`config.mk`:
```
export PLATFORM = sky130hd
export DESIGN_NAME = ssp_switch_ctrl
export DESIGN_NICKNAME = d
export VERILOG_FILES = /design/src/rtl/ssp_pkg.sv /design/src/rtl/ssp_nest_cnt.sv /design/src/rtl/ssp_switch_ctrl.sv
export SDC_FILE = /design/constraint.sdc
export NUM_CORES = 1
export LEC_CHECK = 0
export ABC_AREA = 1
export BUFFER_PORTS_ARGS = -buffer_cell sky130_fd_sc_hd__buf_2
export CORE_UTILIZATION = 41
export CTS_BUF_LIST = sky130_fd_sc_hd__clkbuf_4 sky130_fd_sc_hd__clkbuf_8
export DETAILED_ROUTE_END_ITERATION = 16
export GPL_ROUTABILITY_DRIVEN = 0
export GPL_TIMING_DRIVEN = 0
export PLACE_DENSITY = 0.93
export SLEW_MARGIN = 20
export SYNTH_ARGS = -nofsm -noshare
export SYNTH_HDL_FRONTEND = slang
export SYNTH_HIERARCHICAL = 1
export SYNTH_SLANG_ARGS = --single-unit
```
`constraint.sdc`:
```
create_clock -name clk -period 1.3 [get_ports clk]
set_clock_uncertainty 0.1 [all_clocks]
set_input_delay 0.065 -clock clk [delete_from_list [all_inputs] [get_ports clk]]
set_output_delay 0.065 -clock clk [all_outputs]
set_load 0.02 [all_outputs]
```
`src/rtl/ssp_pkg.sv`:
```
// Shared definitions for the shadow-stack-pointer switch controller.
// Optional nesting-depth tracking is enabled with the SSP_NEST_CNT_EN macro.
package ssp_pkg;

    localparam int SSP_W  = 32;
    localparam int NEST_W = 3;

    typedef enum logic [2:0] {
        IDLE   = 3'd0,
        E_SAVE = 3'd1,
        E_LOAD = 3'd2,
        R_SAVE = 3'd3,
        R_LOAD = 3'd4
    } ssp_state_t;

endpackage

```
`src/rtl/ssp_nest_cnt.sv`:
```
// Saturating exception nesting-depth counter, used only when SSP_NEST_CNT_EN is defined.
// Counts up on every acknowledged exception entry and down on every acknowledged return.
module ssp_nest_cnt
    import ssp_pkg::*;
(
    input  logic              clk,
    input  logic              rst,
    input  logic              inc,
    input  logic              dec,
    output logic [NEST_W-1:0] depth,
    output logic              nest_ovf
);

    localparam logic [NEST_W-1:0] DEPTH_MAX = '1;

    // Both ends saturate so a runaway caller can never wrap the depth.
    always_ff @(posedge clk) begin
        if (rst) begin
            depth <= '0;
        end else if (inc && !dec && depth != DEPTH_MAX) begin
            depth <= depth + NEST_W'(1);
        end else if (dec && !inc && depth != '0) begin
            depth <= depth - NEST_W'(1);
        end
    end

    assign nest_ovf = (depth == DEPTH_MAX);

endmodule

```
`src/rtl/ssp_switch_ctrl.sv`:
```
// Swaps the GPR $sp with the shadow stack pointer on exception entry and return.
// Define SSP_NEST_CNT_EN to add nesting-depth tracking and the nest_ovf output.
module ssp_switch_ctrl
    import ssp_pkg::*;
#(
    parameter int WIDTH = SSP_W
) (
    input  logic             clk,
    input  logic             rst,
    input  logic             exc_req,
    input  logic             eret_req,
    input  logic             mtc0_we,
    input  logic [WIDTH-1:0] mtc0_data,
    input  logic             mfc0_re,
    output logic [WIDTH-1:0] mfc0_data,
    input  logic [WIDTH-1:0] sp_rdata,
    output logic             sp_we,
    output logic [WIDTH-1:0] sp_wdata,
    output logic             ssp_we_s,
    output logic             ssp_re_p,
    output logic [WIDTH-1:0] ssp_wdata,
    input  logic [WIDTH-1:0] ssp_rdata,
    output logic             ack,
    output logic             busy,
    output logic             kmode
`ifdef SSP_NEST_CNT_EN
    ,
    output logic             nest_ovf
`endif
);

    ssp_state_t       state;
    ssp_state_t       next_state;
    logic [WIDTH-1:0] usp;
    logic             eret_switch;

`ifdef SSP_NEST_CNT_EN
    logic [NEST_W-1:0] depth;
    logic              exc_ack;
    logic              eret_ack;

    // Every ack belongs to exactly one of the two request kinds.
    assign exc_ack  = ack && ((state == E_LOAD) || (state == IDLE && exc_req));
    assign eret_ack = ack && !exc_ack;

    ssp_nest_cnt u_nest_cnt (
        .clk      (clk),
        .rst      (rst),
        .inc      (exc_ack),
        .dec      (eret_ack),
        .depth    (depth),
        .nest_ovf (nest_ovf)
    );

    assign eret_switch = kmode && (depth <= NEST_W'(1));
`else
    assign eret_switch = kmode;
`endif

    always_ff @(posedge clk) begin
        if (rst) begin
            state <= IDLE;
            kmode <= 1'b1;
            usp   <= '0;
        end else begin
            state <= next_state;
            if (state == E_SAVE) begin
                usp <= sp_rdata;
            end
            if (state == E_LOAD) begin
                kmode <= 1'b1;
            end else if (state == R_LOAD) begin
                kmode <= 1'b0;
            end
        end
    end

    // Requests are served strictly by priority; anything lower in the same cycle is dropped.
    always_comb begin
        next_state = state;
        ack        = 1'b0;
        busy       = (state != IDLE);
        sp_we      = 1'b0;
        sp_wdata   = '0;
        ssp_we_s   = 1'b0;
        ssp_re_p   = 1'b0;
        ssp_wdata  = '0;
        mfc0_data  = '0;
        case (state)
            IDLE: begin
                if (exc_req) begin
                    if (!kmode) begin
                        next_state = E_SAVE;
                    end else begin
                        ack = 1'b1;
                    end
                end else if (eret_req) begin
                    if (eret_switch) begin
                        next_state = R_SAVE;
                    end else begin
                        ack = 1'b1;
                    end
                end else if (mtc0_we) begin
                    ssp_we_s  = 1'b1;
                    ssp_wdata = mtc0_data;
                end else if (mfc0_re) begin
                    ssp_re_p  = 1'b1;
                    mfc0_data = ssp_rdata;
                end
            end
            E_SAVE: begin
                next_state = E_LOAD;
            end
            E_LOAD: begin
                ssp_re_p   = 1'b1;
                sp_we      = 1'b1;
                sp_wdata   = ssp_rdata;
                ack        = 1'b1;
                next_state = IDLE;
            end
            R_SAVE: begin
                ssp_we_s   = 1'b1;
                ssp_wdata  = sp_rdata;
                next_state = R_LOAD;
            end
            R_LOAD: begin
                sp_we      = 1'b1;
                sp_wdata   = usp;
                ack        = 1'b1;
                next_state = IDLE;
            end
            default: begin
                next_state = IDLE;
            end
        endcase
    end

endmodule
```
==> results of run 1 <==
[metrics by stage]
stage	setup TNS [ps]	util, %
3_3_place_gp	-11420	64.26
4_1_cts	-35920	79.18
3_5_place_dp	-15230	64.26
2_1_floorplan	-588.3	-
[cells by family after synthesis]
group           Yosys count
simple gates            215
buf+inv                  99
compound gates           68
flops                    36
[what timing repair did]
action,in CTS
pin swaps,2
hold buffers,32
hold endpoints to repair,32
buffers inserted,10
cloned,3
resized for setup,121
endpoints found under the setup margin,102
==> results.md, run 1 <==
* Synth Area in XOR/XNOR at 0%
* Number of H-tree levels at 2
* Post-Synth Adder-Cell Area at 0%
* Die width at 80.48 um
* Largest area contributor in the netlist: dfxtp_1
* DIE HEIGHT at 80.48 um
* Initial Util at 42.65%
* Top_reg_cell synth: dfxtp_1
* Area contributors post-synth: dfxtp_1, nand2_1, inv_1
* Placed Cells at about 700
* Outcome: aborted with a tool error
* Post-synthesis sequential area ratio at 28.54%
* Stop Error: [ERROR DPL-0038] Utilization greater than 100%, impossible to legalize
* Synth top area share at 28.54%
* Main combinational cell family by area after synthesis: simple AND/OR/NAND/NOR gates
* #FFs+latches synth at 36
* Mean post-synth cell area at around 6.0 um^2
* Synthesis Warnings at 6
* Simple logic cell fraction of the synthesized area at 37.61%
* Number of flops mapped to enable cells by yosys at 0
* Synth cell types at 21
* PortBufs at 202
* Mapped Nets at 520
* Num CTS Buffers at 5
* Synth cell count leaders: nand2_1, inv_1, dfxtp_1, a21oi_1, o22ai_1
* Count leader, synth: nand2_1
* CTS root buf: clkbuf_8
* Largest net degree at the start of global routing at 11
* Io pins at roughly 200
* Failed at: 5_1_grt
* Synth Area in Compound Gates at 15.16%
* Post-GRT worst EP: ssp_wdata[24]
* Clk buf depth at 2
* DPL Wire Length at approximately 7000 um
* Synth async-reset ratio at 0%
* Synth Cell Area at 0.002525 mm^2
* Setup WS pre-CTS at -237.8 ps
* Synthesized netlist cell count at about 420
* DP Area at 0.003805 mm^2
* Post-synthesis mux area share at 0%
* Worst endpoint type: top-level output
* Total clock sinks at 36
* Num rows at 28
==> inputs of run 2 (changes only) <==
--- a/config.mk
+++ b/config.mk
@@ -7,12 +7,11 @@
 export LEC_CHECK = 0
 export ABC_AREA = 1
 export BUFFER_PORTS_ARGS = -buffer_cell sky130_fd_sc_hd__buf_2
-export CORE_UTILIZATION = 41
-export CTS_BUF_LIST = sky130_fd_sc_hd__clkbuf_4 sky130_fd_sc_hd__clkbuf_8
+export CORE_UTILIZATION = 40
 export DETAILED_ROUTE_END_ITERATION = 16
 export GPL_ROUTABILITY_DRIVEN = 0
 export GPL_TIMING_DRIVEN = 0
-export PLACE_DENSITY = 0.93
+export PLACE_DENSITY_LB_ADDON = 0.15
 export SLEW_MARGIN = 20
 export SYNTH_ARGS = -nofsm -noshare
 export SYNTH_HDL_FRONTEND = slang
==> results.md, run 2 <==
* Outcome: finished, violations left (was aborted with a tool error)
* Violated checks: setup timing
* Most frequent cells in the layout: buf_2, nand2_1, buf_6, inv_1, nand2_2
* Largest net degree at the start of global routing at 11
* Pre-antenna DRT Iters at 6
* Top Registers: usp (32), state (3), kmode (1)
* Critical path class: reg -> out
* Maximum clock rate at 515.2 MHz
* Tightest hold margin at 117.4 ps
* Final wirelength at 16660 um
* Filler cell count in the final layout at 182
* Multi-input logic area at 0.001939 mm^2
* Die width at 81.45 um (was 80.48 um)
* R2R Path End: state[1]$_SDFFE_PP0P_
* Synthesized netlist cell count at 418 (unchanged)
* Crit end category: primary output
* Critical path cell sequence: inv_4 > buf_4 > nand3_2 > clkinv_4 > buf_4 > nand2_1 > nand2_1 > buf_6
* Number of routed nets with antenna violations at 0
* DIE HEIGHT at 81.45 um (was 80.48 um)
* Vias at 4518
* Total global routing overflow at 0
* Hold WC Path Type: in -> reg
* Top reg by flops: usp
* Clock transition at path regs at roughly 70 ps
* RSZ-0062 raised after global routing: true
* Worst R2R Start: state[2]$_SDFFE_PP0P_
* CP Data Arrival Time at 1780 ps
* Crit-path max FO at 7
* DPL Wire Length at 6705 um (was 7143 um)
* Max-slew violations at 0
* Ratio of cells with drive above 1 in the final layout at 57.99%
* Die area at 0.006634 mm^2
* Max reg flops at 32
* Clk_lat worst skew at 280 ps
* Total clock sinks at 36 (unchanged)
* Top cell family by delay on the critical path: buffers and inverters
* Io pins at 204 (unchanged)
* Num CTS Buffers at 5 (unchanged)
* Worst setup margin at -641.0 ps
* PortBufs at 202 (unchanged)
* Number of H-tree levels at 2 (unchanged)
* Clk buf depth at 2 (unchanged)
* Synthesis Warnings at 6 (unchanged)
* Top_reg_cell synth: dfxtp_1 (unchanged)
* Core Area at 0.005991 mm^2
* Post-DR wirelength/cell at 21.83 um
* Post-synthesis sequential area ratio at 28.54% (unchanged)
* TritonCTS clock tree: built
* Final Hold Fails at 0
* Initial Util at 42.15% (was 42.65%)
* # Max-Cap Violations at 0
* All-Layer GR Usage at 36.64%
* Count leader, synth: nand2_1 (unchanged)
* #FFs+latches synth at 36 (unchanged)
* WP data required at 1130 ps
* Endpoints failing setup at 134
* Placed Cells at 695 (unchanged)
* Nets at 790
* N_diodes at 0
* Hold path depth at 2
* Worst vdd ir at 552.2 uV
* CTS root buf: clkbuf_8 (unchanged)
* DRC Markers at 0
* Antenna violations before repair at 0
* Pwr dens at 755.3 mW/mm^2
* Most common cell after layout, fill and taps aside: buf_2
* Leak pwr at 0.002765 uW
* Worst path bufs/invs at 5
* Flip-flop and latch area at between 700 and 800 um^2
* Hold EP: usp[0]$_SDFFE_PP0N_
* Slew headroom at 62.72%
* Synth cell count leaders: nand2_1, inv_1, dfxtp_1, a21oi_1, o22ai_1 (unchanged)
* Mean post-synth cell area at 6.040 um^2 (unchanged)
* Synth top area share at 28.54% (unchanged)
* Worst Tran Pin Value at around 560 ps
* Vias in the first global route at 3958
* Mapped Nets at 520 (unchanged)
* Number of flops mapped to enable cells by yosys at 0 (unchanged)
* R2R Setup Slk at -160 ps
* Synth cell types at 21 (unchanged)
* Synth async-reset ratio at 0% (unchanged)
* Slowest-stage cell, CP: dfxtp_4
* Crit-path max cell delay at 370 ps
* Synthesis-to-finish area growth at 124.0%
* Global-route wire length before repair at roughly 18000 um
* Synth Cell Area at 0.002525 mm^2 (unchanged)
* Area contributors post-synth: dfxtp_1, nand2_1, inv_1 (unchanged)
* Starting DRT DRC Count at 442
* Reg2reg path depth at 7
* Largest area contributor in the netlist: dfxtp_1 (unchanged)
* Worst hold start: rst
* Fin cells at approximately 760
* Worst setup SP type: register
* Post-layout min period at around 1900 ps
* Vias per cell at 5.921
* Post-route clock period utilization at 149.3%
* Setup WS pre-CTS at -209.7 ps (was -237.8 ps)
* Num rows at 28 (unchanged)
[run 2: kinds of logic after synthesis]
family,Yosys count,synth area share [%]
AO/OA/AOI/OAI,68,15.16
buffers and inverters,99,18.68
flip-flops,36,28.54
AND/OR/NAND/NOR,215,37.61
[run 2: final cells by class]
| class | count | share of cell area [%] |
|---|---|---|
| clock inverters | 1 | 0.08850 |
| flip-flops and latches | 36 | 12.90 |
| well taps | 75 | 1.659 |
| inverters | 74 | 5.398 |
| repair buffers | 263 | 39.20 |
| plain buffers | 25 | 5.177 |
| clock buffers | 6 | 1.283 |
| multi-input cells | 283 | 34.29 |
[run 2: report_power, final]
part	switching (uW)	internal, uW	leakage [uW]
Combinational	1250	977	0.00243
Clock	395	365	0.0000410
Sequential	82.5	1200	0.000295
[run 2: what timing repair did]
action,in CTS,in global routing
endpoints found under the setup margin,102,131
endpoints found under the hold margin,32,0
buffers inserted,13,4
pin swaps,6,5
resized for setup,234,97
hold buffers,32,0
gates cloned,8,4
[run 2: worst register-to-register path: stages, from the launching register on]
cell	delay [ps]
dfxtp_4	380
inv_4	40
buf_4	140
nand3_4	150
clkinv_8	120
buf_4	170
a21oi_2	150
nor2_1	80
[run 2: worst max-delay path by stage]
| stage | cells past startpoint | start | endpoint |
|---|---|---|---|
| floorplan | 6 | state[0]$_SDFFE_PP0P_ | mfc0_data[22] |
| global placement | 5 | state[0]$_SDFFE_PP0P_ | sp_wdata[9] |
| detailed placement | 5 | state[0]$_SDFFE_PP0P_ | sp_wdata[9] |
| CTS | 8 | state[2]$_SDFFE_PP0P_ | mfc0_data[18] |
| global route | 8 | state[2]$_SDFFE_PP0P_ | ssp_wdata[3] |
| finish | 8 | state[2]$_SDFFE_PP0P_ | ssp_wdata[30] |
[run 2: metrics by stage]
stage	util (%)	instance area (um^2)	total power (uW)	TNS, ps
6_report	94.40	5655	4272	-49750
3_5_place_dp	63.51	3805	2629	-14210
2_1_floorplan	-	2700	2157	-588.3
5_1_grt	94.40	5655	4374	-53790
3_3_place_gp	63.51	3805	2605	-12050
4_1_cts	86.99	5211	3760	-36820
[run 2: layer usage]
layer / GRT usage (%) / up-vias / wire length [um]
li1: - / 1820 / -
met1: 36.96 / 2017 / 5351
met2: 69.33 / 501 / 7752
met3: 8.222 / 180 / 1989
met4: 19.29 / 0 / 1563
met5: 0 / - / 0
No activity file was read; power rests on OpenSTA's default activity.
